### src/rtl/rf_wport_arb.sv
// Write-port arbiter for the register file: two requesters, each with a
// one-entry holding buffer, drained oldest-first with round-robin on ties.
module rf_wport_arb #(
  parameter int DATA_W = 16,
  parameter int SEL_W  = 3
) (
  input  logic                   clk,
  input  logic                   rst,
  input  logic                   aValid,
  input  logic [SEL_W-1:0]       aSel,
  input  logic [DATA_W-1:0]      aData,
  output logic                   aReady,
  input  logic                   bValid,
  input  logic [SEL_W-1:0]       bSel,
  input  logic [DATA_W-1:0]      bData,
  output logic                   bReady,
  output logic                   writeEn,
  output logic [SEL_W-1:0]       writeRegSel,
  output logic [DATA_W-1:0]      writeData,
  output logic [(1<<SEL_W)-1:0]  pending,
  output logic                   grantB
);

  localparam int NREG = 1 << SEL_W;

  // Handshake: a write transfers at a rising edge when xValid & xReady are
  // both high; xReady is a function of registered state and rst only.

  logic              a_full_q, a_full_d;
  logic [SEL_W-1:0]  a_sel_q, a_sel_d;
  logic [DATA_W-1:0] a_data_q, a_data_d;
  logic              b_full_q, b_full_d;
  logic [SEL_W-1:0]  b_sel_q, b_sel_d;
  logic [DATA_W-1:0] b_data_q, b_data_d;
  logic              rr_q, rr_d;
  logic              older_b_q, older_b_d;
  logic              same_edge_q, same_edge_d;

  logic gnt_a, gnt_b, tie;
  logic acc_a, acc_b;

  // Grant selection purely from buffer state.
  always_comb begin
    gnt_a = 1'b0;
    gnt_b = 1'b0;
    tie   = 1'b0;
    if (a_full_q && b_full_q) begin
      if (same_edge_q) begin
        tie   = 1'b1;
        gnt_b = rr_q;
      end else begin
        gnt_b = older_b_q;
      end
      gnt_a = !gnt_b;
    end else begin
      gnt_a = a_full_q;
      gnt_b = b_full_q;
    end
  end

  assign aReady = !rst && (!a_full_q || gnt_a);
  assign bReady = !rst && (!b_full_q || gnt_b);
  assign acc_a  = aValid && aReady;
  assign acc_b  = bValid && bReady;

  always_comb begin
    a_full_d    = acc_a || (a_full_q && !gnt_a);
    a_sel_d     = acc_a ? aSel  : a_sel_q;
    a_data_d    = acc_a ? aData : a_data_q;
    b_full_d    = acc_b || (b_full_q && !gnt_b);
    b_sel_d     = acc_b ? bSel  : b_sel_q;
    b_data_d    = acc_b ? bData : b_data_q;
    rr_d        = rr_q ^ tie;
    older_b_d   = older_b_q;
    same_edge_d = same_edge_q;
    // A freshly loaded buffer is always younger than one left waiting.
    if (acc_a && acc_b) begin
      same_edge_d = 1'b1;
    end else if (acc_a) begin
      same_edge_d = 1'b0;
      older_b_d   = 1'b1;
    end else if (acc_b) begin
      same_edge_d = 1'b0;
      older_b_d   = 1'b0;
    end
  end

  always_ff @(posedge clk) begin
    if (rst) begin
      a_full_q    <= 1'b0;
      a_sel_q     <= '0;
      a_data_q    <= '0;
      b_full_q    <= 1'b0;
      b_sel_q     <= '0;
      b_data_q    <= '0;
      rr_q        <= 1'b0;
      older_b_q   <= 1'b0;
      same_edge_q <= 1'b0;
    end else begin
      a_full_q    <= a_full_d;
      a_sel_q     <= a_sel_d;
      a_data_q    <= a_data_d;
      b_full_q    <= b_full_d;
      b_sel_q     <= b_sel_d;
      b_data_q    <= b_data_d;
      rr_q        <= rr_d;
      older_b_q   <= older_b_d;
      same_edge_q <= same_edge_d;
    end
  end

  always_comb begin
    writeEn     = !rst && (gnt_a || gnt_b);
    grantB      = !rst && gnt_b;
    writeRegSel = '0;
    writeData   = '0;
    if (!rst && gnt_b) begin
      writeRegSel = b_sel_q;
      writeData   = b_data_q;
    end else if (!rst && gnt_a) begin
      writeRegSel = a_sel_q;
      writeData   = a_data_q;
    end
  end

  always_comb begin
    pending = '0;
    for (int r = 0; r < NREG; r++) begin
      pending[r] = (a_full_q && (a_sel_q == SEL_W'(r))) ||
                   (b_full_q && (b_sel_q == SEL_W'(r)));
    end
  end

endmodule

### config.mk
export PLATFORM = sky130hd
export DESIGN_NAME = rf_wport_arb
export DESIGN_NICKNAME = d
export VERILOG_FILES = /design/src/rtl/rf_wport_arb.sv
export SDC_FILE = /design/constraint.sdc
export NUM_CORES = 1
export LEC_CHECK = 0
export BUFFER_PORTS_ARGS = -buffer_cell sky130_fd_sc_hd__buf_4
export CAP_MARGIN = 20
export CORE_MARGIN = 8
export CORE_UTILIZATION = 45
export CTS_CLUSTER_SIZE = 12
export DETAILED_ROUTE_END_ITERATION = 6
export PLACE_DENSITY_LB_ADDON = 0.2
export SLEW_MARGIN = 10
export SYNTH_ARGS = -nofsm -noshare
export SYNTH_HDL_FRONTEND = slang
export SYNTH_SLANG_ARGS = --single-unit
### constraint.sdc
create_clock -name clk -period 1.8 [get_ports clk]
set_clock_uncertainty 0.05 [all_clocks]
set_input_delay 0.36 -clock clk [delete_from_list [all_inputs] [get_ports clk]]
set_output_delay 0.36 -clock clk [all_outputs]
set_load 0.01 [all_outputs]
==> results.py <==
metrics = {
    "synthesis": {
        "synth_seq_cells": 43,
        "yosysTopAreaCell": "dfxtp_1",
        "synthCells": 389,
        "netlist_top_cells_area": "dfxtp_1 (28%), nand3_1 (9.4%), nor3b_1 (9.2%)",
        "syn_nets": 433,
        "synth_flop_cell": "dfxtp_1",
        "synth-adder-area-share_pct": 0.810,
        "syn_avg_cell_area_um2": 7.94,
        "synth_area_um2": 3090,
        "synth.most_common_cell": "nand3_1",
        "synth_mux_area_share_pct": 1.13,
        "synth_top_area_share_pct": 27.9,
        "synth.distinct_cells": 30,
        "synthTopCellsByCount": "nand3_1 (58), dfxtp_1 (43), a31oi_1 (42)",
        "synth-async-reset-ratio_pct": 0,
        "synth_xor_area_share_pct": 0.284,
        "synth-seq-area-share_pct": 27.9,
        "synth_top_family_by_area": "simple AND/OR/NAND/NOR gates",
        "synth-simple-area-share_pct": 39.7,
        "yosys_warnings": 0,
        "synth-compound-area-share_pct": 23.7,
        "synth_edf_count": 0,
    },
    "timing": {
        "max_slew_margin_pct": 77.3,
        "fin_ws_ns": -0.325,
        "finalSetupTns_ns": -6.02,
        "finalCritPeriodShare_pct": 118,
        "fmax_mhz": 471,
        "finalHoldViolCount": 0,
        "rsz0062_at_grt": "yes",
        "slew_violations": 0,
        "setup_violations": 23,
        "tightestPinTransition_ns": 0.336,
        "layout_min_cycle_time_ns": 2.13,
    },
    "worst_hold_path": {
        "whs_endpoint": "a_full_q",
        "hp-class": "input pin to flop",
        "min_path_cells": 2,
        "min-delay-start": "rst",
    },
    "power": {
        "total_power_uw": 2510,
        "power_density_nw_per_um2": 592,
        "leakage_uw": 0.00161,
        "ir_drop_uv": 367,
    },
    "clocking": {
        "htreeDepth": 2,
        "cts_tree": "yes",
        "cts_buffers": 5,
        "clock_sinks": 43,
        "worstSkewPairLatency_ns": 0.29,
        "clk_pin_slew_ns": 0.09,
        "cts_hold_buf": 0,
        "cts_root_buf": "clkbuf_8",
        "clock_path_buffers": 2,
    },
    "grt": {
        "grt_max_degree": 41,
        "track_usage_pct": 18.2,
        "gr-total-overflow": 0,
        "grt_pass1_vias": 3129,
        "grt_pass1_wl_um": 15200,
        "antenna_found_initial": 0,
    },
    "layout": {
        "nNetsFinal": 502,
        "final_cells": 539,
        "antenna_cells": 0,
        "nFillCells": 591,
        "drive_gt1_share_pct": 33.8,
        "area_growth_syn_to_layout_pct": 37.1,
        "finish.instance_area_um2": 4230,
    },
    "floorplanning": {
        "std_cell_rows": 30,
        "dieArea_um2": 9770,
        "io_pins": 73,
        "initial_core_util_pct": 46.0,
        "die_w_um": 98.9,
        "fp.dieH_um": 98.9,
        "core_area_um2": 6720,
    },
    "worst_setup_path": {
        "cp-end-kind": "output port",
        "r2r.worst_path.cells": 9,
        "r2r_start": "same_edge_q",
        "arrival_ns": 1.72,
        "critPathMostFrequentCell": "buf_4",
        "startpoint": "same_edge_q",
        "crit_path_max_fanout": 4,
        "critPathKind": "flop to output port",
        "startpoint_type": "flop",
        "r2r_end": "older_b_q",
        "reg2reg_slack_ns": -0.06,
        "cpPeakStageDelay_ns": 0.38,
        "path_cells": "mux2_4, buf_4, buf_4, o211ai_1, a21oi_1, buf_4",
        "slowest_stage": "dfxtp_4",
        "required_ns": 1.39,
    },
    "drt": {
        "ant_nets": 0,
        "wire_per_inst_um": 17.5,
        "drc": 0,
        "drt-total-wl_um": 9460,
        "num_vias": 3303,
        "dr.pass1.iters": 4,
        "drtIter0Drc": 119,
        "via_per_inst": 6.13,
    },
    "placement": {
        "placedInstanceArea_um2": 3800,
        "hpwl_um": 6320,
        "portBuffers": 72,
        "gp_congestion": 0.940,
        "dp.cells": 521,
    },
    "run_status": {
        "outcome": "finished with violations",
        "violations": "setup timing",
    },
    "flow_run": {
        "max_cap_violations": 0,
    },
}
[worst max-delay path by stage]
| stage | slack (ns) | endpoint |
|---|---|---|
| floorplan | -0.04 | older_b_q |
| global placement | 0.008 | writeData[6] |
| detailed placement | -0.03 | writeData[7] |
| CTS | -0.35 | writeData[7] |
| global route | -0.40 | writeData[5] |
| finish | -0.33 | writeRegSel[1] |
[per-layer routing]
layer	global-route usage (%)	vias to the layer above	share of wire, %
li1	-	1623	-
met1	23.2	1555	45
met2	30.2	107	48
met3	3.95	18	5.5
met4	4.72	0	1.7
met5	0	-	0
[per-stage QoR]
step / utilization (%) / hold WS [ns] / setup WS, ns
3_3_place_gp: 56.5 / 0.464 / 0.00808
6_report: 63.0 / 0.297 / -0.325
3_5_place_dp: 56.5 / 0.486 / -0.0280
4_1_cts: 61.0 / 0.298 / -0.355
2_1_floorplan: - / 0.438 / -0.0442
5_1_grt: 63.0 / 0.305 / -0.404
[final cells by class]
class                           instances  area, um2  area share [%]
Multi-Input combinational cell        296       2230            52.8
Inverter                                2       7.51           0.177
Sequential cell                        43        872            20.6
Clock buffer                            8        100            2.36
Timing Repair Buffer                  110        920            21.7
Tap cell                               80        100            2.36
[layout by cell type, fill, tap and decap left out, types with 2 or more instances in the layout]
master / n
a211oi_4: 2
a21oi_1: 2
a21oi_2: 2
a22o_1: 17
a31oi_1: 40
a31oi_4: 2
buf_4: 93
buf_6: 15
clkbuf_8: 7
dfxtp_1: 38
dfxtp_2: 3
dfxtp_4: 2
ha_4: 2
inv_1: 2
nand2_1: 4
nand2_4: 2
nand2b_1: 24
nand2b_4: 2
nand3_1: 51
nand3_2: 7
nor2_1: 4
nor2b_1: 38
nor3b_1: 38
o211ai_1: 4
o22ai_1: 6
o311ai_0: 19
o32ai_4: 2
or4b_1: 12
or4b_4: 7
[power by group]
| group | total, uW | leakage, uW | switching (uW) | internal [uW] |
|---|---|---|---|---|
| clock network | 691 | 0.0000515 | 340 | 351 |
| logic | 687 | 0.00120 | 330 | 358 |
| registers | 1130 | 0.000359 | 93.3 | 1030 |
[logic make-up (layout without fill, tap and decap cells)]
family                     count (synthesis)  after routing
AOI/OAI and AO/OA                         97             97
muxes                                      3              3
xor gates and xnor gates                   1              1
buffers and inverters                     50            120
adders and majority gates                  2              2
DFF                                       43             43
and+or+nand+nor                          193            193
[registers in the layout, indices dropped and copies added, names as in the netlist]
name	cells
a_data_q	16
b_full_q	1
rr_q	1
b_sel_q	3
same_edge_q	1
a_full_q	1
older_b_q	1
b_data_q	16
a_sel_q	3
[worst max-delay path: cells and delay by family, from the launching register on]
kind	cells	cell delay, ns
buf+inv	3	0.45
mux	1	0.32
flops	1	0.38
compound gates	2	0.27
[repair_timing]
action,4_1_cts,5_1_grt
setup endpoints to repair,29,35
pin swaps,13,23
buffers inserted,7,4
resized for setup,21,33
gates cloned,2,0
hold endpoints to repair,0,0
(Power assumes the default switching activity.)
